**src/rtl/maxpool_pkg.sv**
```systemverilog
// ----------------------------------------------------------------------------
// | Module   : maxpool_pkg                                                    |
// | Brief    : Shared types and sizing helpers for the max-pool controller.   |
// | Revision : 1.0                                                            |
// ----------------------------------------------------------------------------
`default_nettype none

package maxpool_pkg;

    typedef enum logic [2:0] {
        ST_IDLE        = 3'd0,
        ST_FWD_READ    = 3'd1,
        ST_FWD_WRITE   = 3'd2,
        ST_BWD_READ    = 3'd3,
        ST_BWD_SCATTER = 3'd4,
        ST_DONE        = 3'd5
    } maxpool_state_e;

    localparam logic MP_FWD = 1'b0;
    localparam logic MP_BWD = 1'b1;

    function automatic int win_f(input int stride);
        return stride * stride;
    endfunction

    // Index width for n entries, never narrower than one bit.
    function automatic int idx_w_f(input int n);
        return (n > 1) ? $clog2(n) : 1;
    endfunction

endpackage

`default_nettype wire

```
**src/rtl/max_pool_argmax_unit.sv**
```systemverilog
// ----------------------------------------------------------------------------
// | Module   : max_pool_argmax_unit                                           |
// | Brief    : Running signed max/argmax with strict-greater compare.         |
// | Revision : 1.0                                                            |
// ----------------------------------------------------------------------------
`default_nettype none

module max_pool_argmax_unit #(
    parameter int WIDTH = 16,
    parameter int AW    = 2
) (
    input  logic             clk,
    input  logic             rst,
    input  logic             i_en,
    input  logic             i_init,
    input  logic [WIDTH-1:0] i_data,
    input  logic [AW-1:0]    i_idx,
    output logic [WIDTH-1:0] o_max,
    output logic [AW-1:0]    o_arg
);

    logic [WIDTH-1:0] r_max;
    logic [AW-1:0]    r_arg;
    logic             w_take;

    // Strict > keeps the earliest element on ties.
    assign w_take = i_init || ($signed(i_data) > $signed(r_max));
    assign o_max  = w_take ? i_data : r_max;
    assign o_arg  = w_take ? i_idx  : r_arg;

    always_ff @(posedge clk or posedge rst) begin
        if (rst) begin
            r_max <= '0;
            r_arg <= '0;
        end else if (i_en) begin
            r_max <= o_max;
            r_arg <= o_arg;
        end
    end

endmodule

`default_nettype wire

```
**src/rtl/max_pool_controller.sv**
```systemverilog
// ----------------------------------------------------------------------------
// | Module   : max_pool_controller                                            |
// | Brief    : Forward max-pool and backward gradient scatter sequencer.      |
// | Revision : 1.0                                                            |
// ----------------------------------------------------------------------------
`default_nettype none

module max_pool_controller
    import maxpool_pkg::*;
#(
    parameter int WIDTH             = 16,
    parameter int STRIDE            = 2,
    parameter int INPUT_DIM_WIDTH   = 4,
    parameter int INPUT_DIM_HEIGHT  = 4,
    parameter int OUTPUT_DIM_WIDTH  = INPUT_DIM_WIDTH / STRIDE,
    parameter int OUTPUT_DIM_HEIGHT = INPUT_DIM_HEIGHT / STRIDE
) (
    input  logic clk,
    input  logic rst,
    input  logic start,
    input  logic mode,
    output logic busy,
    output logic done,
    output logic in_rd_en,
    output logic [idx_w_f(INPUT_DIM_HEIGHT*INPUT_DIM_WIDTH)-1:0] in_rd_addr,
    input  logic [WIDTH-1:0] in_rd_data,
    output logic out_wr_en,
    output logic [idx_w_f(OUTPUT_DIM_HEIGHT*OUTPUT_DIM_WIDTH)-1:0] out_wr_addr,
    output logic [WIDTH-1:0] out_wr_data,
    output logic grad_rd_en,
    output logic [idx_w_f(OUTPUT_DIM_HEIGHT*OUTPUT_DIM_WIDTH)-1:0] grad_rd_addr,
    input  logic [WIDTH-1:0] grad_rd_data,
    output logic gin_wr_en,
    output logic [idx_w_f(INPUT_DIM_HEIGHT*INPUT_DIM_WIDTH)-1:0] gin_wr_addr,
    output logic [WIDTH-1:0] gin_wr_data
);

    localparam int c_WIN = win_f(STRIDE);
    localparam int c_IA  = idx_w_f(INPUT_DIM_HEIGHT * INPUT_DIM_WIDTH);
    localparam int c_OA  = idx_w_f(OUTPUT_DIM_HEIGHT * OUTPUT_DIM_WIDTH);
    localparam int c_KW  = idx_w_f(c_WIN);
    localparam int c_XW  = idx_w_f(OUTPUT_DIM_WIDTH);
    localparam int c_YW  = idx_w_f(OUTPUT_DIM_HEIGHT);

    maxpool_state_e   r_state;
    logic [c_KW-1:0]  r_k;
    logic [c_XW-1:0]  r_ox;
    logic [c_YW-1:0]  r_oy;
    logic             r_dv;
    logic [c_KW-1:0]  r_didx;
    logic [WIDTH-1:0] r_grad;
    logic [c_KW-1:0]  r_argmax [2**c_OA];

    logic             w_last_k;
    logic             w_last_col;
    logic             w_last_win;
    logic [c_XW-1:0]  w_nx_ox;
    logic [c_YW-1:0]  w_nx_oy;
    logic [c_OA-1:0]  w_idx;
    logic [WIDTH-1:0] w_fold_max;
    logic [c_KW-1:0]  w_fold_arg;

    function automatic logic [c_IA-1:0] elem_addr(input logic [c_YW-1:0] oy,
                                                   input logic [c_XW-1:0] ox,
                                                   input logic [c_KW-1:0] k);
        int a;
        a = (int'(oy) * STRIDE + int'(k) / STRIDE) * INPUT_DIM_WIDTH
          + int'(ox) * STRIDE + int'(k) % STRIDE;
        return c_IA'(a);
    endfunction

    function automatic logic [c_OA-1:0] out_idx(input logic [c_YW-1:0] oy,
                                                input logic [c_XW-1:0] ox);
        return c_OA'(int'(oy) * OUTPUT_DIM_WIDTH + int'(ox));
    endfunction

    assign w_last_k   = (r_k == c_KW'(c_WIN - 1));
    assign w_last_col = (r_ox == c_XW'(OUTPUT_DIM_WIDTH - 1));
    assign w_last_win = w_last_col && (r_oy == c_YW'(OUTPUT_DIM_HEIGHT - 1));
    assign w_nx_ox    = w_last_col ? '0 : r_ox + 1'b1;
    assign w_nx_oy    = w_last_col ? r_oy + 1'b1 : r_oy;
    assign w_idx      = out_idx(r_oy, r_ox);

    // Read data lags the strobe by one cycle, so the compare tracks a delayed index.
    max_pool_argmax_unit #(
        .WIDTH (WIDTH),
        .AW    (c_KW)
    ) u_argmax (
        .clk    (clk),
        .rst    (rst),
        .i_en   (r_dv),
        .i_init (r_didx == '0),
        .i_data (in_rd_data),
        .i_idx  (r_didx),
        .o_max  (w_fold_max),
        .o_arg  (w_fold_arg)
    );

    assign out_wr_data = out_wr_en ? w_fold_max : '0;
    assign gin_wr_data = (gin_wr_en && (r_k == r_argmax[w_idx]))
                       ? ((r_k == '0) ? grad_rd_data : r_grad) : '0;

    always_ff @(posedge clk or posedge rst) begin
        if (rst) begin
            r_state      <= ST_IDLE;
            r_k          <= '0;
            r_ox         <= '0;
            r_oy         <= '0;
            r_dv         <= 1'b0;
            r_didx       <= '0;
            r_grad       <= '0;
            busy         <= 1'b0;
            done         <= 1'b0;
            in_rd_en     <= 1'b0;
            in_rd_addr   <= '0;
            out_wr_en    <= 1'b0;
            out_wr_addr  <= '0;
            grad_rd_en   <= 1'b0;
            grad_rd_addr <= '0;
            gin_wr_en    <= 1'b0;
            gin_wr_addr  <= '0;
            for (int i = 0; i < 2**c_OA; i++) r_argmax[i] <= '0;
        end else begin
            r_dv   <= in_rd_en;
            r_didx <= r_k;
            case (r_state)
                ST_IDLE: begin
                    r_k  <= '0;
                    r_ox <= '0;
                    r_oy <= '0;
                    if (start) begin
                        busy <= 1'b1;
                        if (mode == MP_FWD) begin
                            r_state    <= ST_FWD_READ;
                            in_rd_en   <= 1'b1;
                            in_rd_addr <= '0;
                        end else begin
                            r_state      <= ST_BWD_READ;
                            grad_rd_en   <= 1'b1;
                            grad_rd_addr <= '0;
                        end
                    end
                end
                ST_FWD_READ: begin
                    if (w_last_k) begin
                        r_state     <= ST_FWD_WRITE;
                        in_rd_en    <= 1'b0;
                        in_rd_addr  <= '0;
                        out_wr_en   <= 1'b1;
                        out_wr_addr <= w_idx;
                    end else begin
                        r_k        <= r_k + 1'b1;
                        in_rd_addr <= elem_addr(r_oy, r_ox, r_k + 1'b1);
                    end
                end
                ST_FWD_WRITE: begin
                    r_argmax[w_idx] <= w_fold_arg;
                    out_wr_en       <= 1'b0;
                    out_wr_addr     <= '0;
                    r_k             <= '0;
                    if (w_last_win) begin
                        r_state <= ST_DONE;
                        done    <= 1'b1;
                    end else begin
                        r_state    <= ST_FWD_READ;
                        r_ox       <= w_nx_ox;
                        r_oy       <= w_nx_oy;
                        in_rd_en   <= 1'b1;
                        in_rd_addr <= elem_addr(w_nx_oy, w_nx_ox, '0);
                    end
                end
                ST_BWD_READ: begin
                    r_state      <= ST_BWD_SCATTER;
                    grad_rd_en   <= 1'b0;
                    grad_rd_addr <= '0;
                    r_k          <= '0;
                    gin_wr_en    <= 1'b1;
                    gin_wr_addr  <= elem_addr(r_oy, r_ox, '0);
                end
                ST_BWD_SCATTER: begin
                    if (r_k == '0) r_grad <= grad_rd_data;
                    if (w_last_k) begin
                        gin_wr_en   <= 1'b0;
                        gin_wr_addr <= '0;
                        r_k         <= '0;
                        if (w_last_win) begin
                            r_state <= ST_DONE;
                            done    <= 1'b1;
                        end else begin
                            r_state      <= ST_BWD_READ;
                            r_ox         <= w_nx_ox;
                            r_oy         <= w_nx_oy;
                            grad_rd_en   <= 1'b1;
                            grad_rd_addr <= out_idx(w_nx_oy, w_nx_ox);
                        end
                    end else begin
                        r_k         <= r_k + 1'b1;
                        gin_wr_addr <= elem_addr(r_oy, r_ox, r_k + 1'b1);
                    end
                end
                ST_DONE: begin
                    r_state <= ST_IDLE;
                    done    <= 1'b0;
                    busy    <= 1'b0;
                end
                default: r_state <= ST_IDLE;
            endcase
        end
    end

endmodule

`default_nettype wire

```
**config.mk**
```make
export PLATFORM = sky130hd
export DESIGN_NAME = max_pool_controller
export DESIGN_NICKNAME = d
export VERILOG_FILES = /design/src/rtl/maxpool_pkg.sv /design/src/rtl/max_pool_argmax_unit.sv /design/src/rtl/max_pool_controller.sv
export SDC_FILE = /design/constraint.sdc
export NUM_CORES = 1
export LEC_CHECK = 0
export BUFFER_PORTS_ARGS = -buffer_cell sky130_fd_sc_hd__clkbuf_2
export CELL_PAD_IN_SITES_DETAIL_PLACEMENT = 1
export CELL_PAD_IN_SITES_GLOBAL_PLACEMENT = 1
export CORE_UTILIZATION = 42
export CTS_BUF_LIST = sky130_fd_sc_hd__clkbuf_16
export DETAILED_ROUTE_END_ITERATION = 7
export GPL_TIMING_DRIVEN = 1
export PLACE_DENSITY_LB_ADDON = 0.2
export SYNTH_ARGS = -nofsm -noshare
export SYNTH_HDL_FRONTEND = slang
export SYNTH_SLANG_ARGS = --single-unit
```
**constraint.sdc**
```tcl
create_clock -name clk -period 3.2 [get_ports clk]
set_input_delay 0.32 -clock clk [delete_from_list [all_inputs] [get_ports clk]]
set_output_delay 0.32 -clock clk [all_outputs]
set_load 0.01 [all_outputs]
```
==> results.json <==
{
  "max_slew_margin": 0.307,
  "finClkSkew_ns": 0.00385,
  "numClockSinks": 70,
  "leakagePower_nw": 2.42,
  "cts_tree": "done",
  "tns_ns": 0,
  "grt_use_total": 0.217,
  "synthFlopType": "dfrtp_1",
  "grt_pass1_vias": 3581,
  "slowest_stage": "dfrtp_1",
  "grt_pass1_wl_um": 17600,
  "hold_depth": 2,
  "fp.dieW_um": 102,
  "synth_edf_count": 0,
  "drc": 0,
  "worstSetupEndpointType": "output port",
  "worst-slew-pin-transition_ns": 1.04,
  "synthesis.nets": 495,
  "r2r-end": "r_argmax[7]",
  "finalSetupViolations": 0,
  "synthCells": 437,
  "cts_buffer_depth": 2,
  "critPathLaunchType": "register",
  "antenna_found_initial": 0,
  "whs_endpoint": "r_grad[7]",
  "die-area_sq_um": 10400,
  "synth.avg_cell_area_sq_um": 9.63,
  "port_buffers": 85,
  "rrSetupSlack_ns": 0.38,
  "p_clk_frac": 0.215,
  "insertion_delay_ns": 0.32,
  "power.density_nw_per_um2": 1020,
  "viasPerCell": 5.33,
  "grt_max_degree": 71,
  "drive_gt1_frac": 0.292,
  "routabilityCongestion": 0.758,
  "core_sq_um": 9730,
  "maxCapViolCount": 0,
  "slew_violations": 0,
  "h-tree-depth": 3,
  "grt.overflow.total": 0,
  "yosys_warnings": 0,
  "path_delay_family": "compound AO/OA/AOI/OAI gates",
  "cts_made_buffers": 9,
  "peakVddDrop_v": 0.000397,
  "cp.arrival_ns": 2.79,
  "clock.fmax_ghz": 0.322,
  "drt-total-wl_um": 11000,
  "rr_worst_depth": 9,
  "finalHoldViolCount": 0,
  "swShare": 0.390,
  "ctsHoldBuffers": 0,
  "final_nets": 581,
  "clk_pin_slew_ns": 0.06,
  "io_pins": 86,
  "seq_area_frac_synth": 0.416,
  "ant_nets": 0,
  "hp-class": "primary input to register",
  "ys_seq_elements": 70,
  "syn_area_sq_um": 4210,
  "diodes": 0,
  "area_delta_synth_final_pct": 22.6,
  "dp.final_hpwl_um": 7820,
  "fp.dieH_um": 102,
  "cp-startpoint": "u_argmax.r_max[13]",
  "path_class": "register to output port",
  "power_frac_comb": 0.472,
  "first_pass_iters": 4,
  "wl_per_cell_um": 16.6,
  "period_share": 0.971,
  "cts-root-buf": "clkbuf_16",
  "rr_startpoint": "u_argmax.r_max[13]",
  "min_from": "grad_rd_data[7]",
  "drt_iter0_drc": 147,
  "power_switching_mw": 2.06,
  "status": "finished, final reports clean",
  "vias": 3525,
  "placement_rows": 36,
  "p_seq_frac": 0.314,
  "path_max_fanout": 8,
  "path_cells": "inv_1, ha_1, a21o_1, a2111oi_4, o211ai_2, o31a_4, nor2_4, clkbuf_16, mux2i_1, buf_2",
  "internal-power_mw": 3.22,
  "synth-async-reset-ratio": 1.00,
  "slowest_delay_ns": 0.38,
  "start_util": 0.433,
  "required_ns": 2.88,
  "placed_cell_area_sq_um": 4760,
  "ys_types": 53,
  "fin_area_sq_um": 5160,
  "period_needed_ns": 3.11,
  "path_buf_inv": 3
}
through the flow:
| stage | worst slack [ns] | utilization | hold WS [ns] | instances | total power, mW |
|---|---|---|---|---|---|
| floorplan | 0.536 | - | 0.415 | 437 | 3.35 |
| global placement | 0.407 | 0.490 | 0.400 | 642 | 3.93 |
| detailed placement | 0.249 | 0.490 | 0.393 | 642 | 4.07 |
| CTS | 0.00820 | 0.525 | 0.237 | 658 | 5.25 |
| global route | -0.0235 | 0.530 | 0.244 | 661 | 5.67 |
| finish | 0.0924 | 0.530 | 0.244 | 661 | 5.28 |
cells in the final DEF (no fill, tap or decap), drive strengths merged, types with 2 or more instances in the layout:
| cell type | synthesis | routed |
|---|---|---|
| a2111oi | 2 | 2 |
| a21boi | 4 | 4 |
| a21o | 2 | 2 |
| a21oi | 24 | 24 |
| a22o | 4 | 4 |
| a31oi | 5 | 5 |
| buf | 4 | 13 |
| bufinv | 0 | 3 |
| clkbuf | 16 | 91 |
| clkinv | 1 | 3 |
| clkinvlp | 0 | 2 |
| dfrtp | 70 | 70 |
| ha | 22 | 22 |
| inv | 30 | 30 |
| mux2 | 34 | 34 |
| mux2i | 33 | 33 |
| mux4 | 2 | 2 |
| nand2 | 68 | 68 |
| nand2b | 3 | 3 |
| nand3 | 11 | 11 |
| nor2 | 41 | 41 |
| nor2b | 3 | 3 |
| nor3 | 3 | 3 |
| nor3b | 2 | 2 |
| o211ai | 2 | 2 |
| o21ai | 27 | 27 |
| o31ai | 2 | 2 |
| o32ai | 2 | 2 |
| xnor2 | 2 | 2 |
kinds of logic after synthesis:
| logic type | synth area share |
|---|---|
| DFF | 0.416 |
| AOI/OAI and AO/OA | 0.131 |
| muxes | 0.189 |
| adders and majority gates | 0.0654 |
| xor gates and xnor gates | 0.00624 |
| buffers and inverters | 0.0517 |
| and+or+nand+nor | 0.141 |
timing repair:
action / 4_1_cts / 5_1_grt
gates resized for setup: 2 / 6
setup endpoints to repair: 16 / 16
pin swaps: 0 / 3
gates cloned: 0 / 1
setup buffers: 0 / 2
worst max-delay path by stage:
stage                       to  depth (start not counted)
3_5_place_dp   out_wr_data[12]                         10
3_3_place_gp    out_wr_data[9]                         10
4_1_cts        out_wr_data[12]                         10
5_1_grt         out_wr_data[9]                         10
6_report       out_wr_data[10]                         10
2_1_floorplan  out_wr_data[10]                          9
power groups by stage:
stage / clock network, mW / registers, mW / logic [mW]
2_1_floorplan: 0 / 1.53 / 1.82
3_3_place_gp: 0 / 1.63 / 2.30
4_1_cts: 1.15 / 1.65 / 2.44
6_report: 1.13 / 1.66 / 2.49
3_5_place_dp: 0 / 1.66 / 2.41
5_1_grt: 1.19 / 1.72 / 2.76
registers in the layout, indices dropped and copies added (netlist names), 3 cells and up:
signal,count
r_state,3
u_argmax.r_max,16
in_rd_addr,4
r_grad,16
gin_wr_addr,4
r_argmax,8
layer usage:
metal  share of wire  global-route usage  up-vias
li1                -                   -     1683
met5               0                   0        -
met4          0.0090              0.0571        0
met1            0.46               0.289     1764
met2            0.50               0.373       71
met3           0.033              0.0301        7
synth_stat cells (all sizes together), types with 2 or more instances:
| cell type | number | area, sq um |
|---|---|---|
| a21o | 2 | 15.0 |
| xnor2 | 2 | 17.5 |
| nand2 | 68 | 255 |
| nor3 | 3 | 15.0 |
| a21boi | 4 | 30.0 |
| clkbuf | 16 | 60.1 |
| mux2 | 34 | 420 |
| a2111oi | 2 | 37.5 |
| a22o | 4 | 35.0 |
| a31oi | 5 | 31.3 |
| inv | 30 | 113 |
| nor2b | 3 | 18.8 |
| o211ai | 2 | 20.0 |
| o21ai | 27 | 146 |
| nor2 | 41 | 161 |
| buf | 4 | 41.3 |
| mux4 | 2 | 45.0 |
| o32ai | 2 | 17.5 |
| dfrtp | 70 | 1750 |
| nand2b | 3 | 18.8 |
| o31ai | 2 | 15.0 |
| nand3 | 11 | 55.1 |
| a21oi | 24 | 120 |
| nor3b | 2 | 15.0 |
| mux2i | 33 | 330 |
| ha | 22 | 275 |
final cells by class:
cell class / count / area, sq um
clock buffers: 9 / 225
multi-input cells: 316 / 2250
clock inverters: 7 / 113
well taps: 133 / 166
flip-flops and latches: 70 / 1750
fillers: 1152 / 4570
repair buffers: 95 / 543
inverters: 31 / 116
worst reg2reg max path, cell delays in order, from the launching register on:
cell       delay [ns]
dfrtp_1          0.38
inv_1            0.06
ha_1             0.29
a21o_1           0.21
a2111oi_4        0.33
o211ai_2         0.15
buf_4            0.15
o31ai_1          0.52
mux2_2           0.44
o21ai_0          0.18
(Power assumes the default switching activity.)
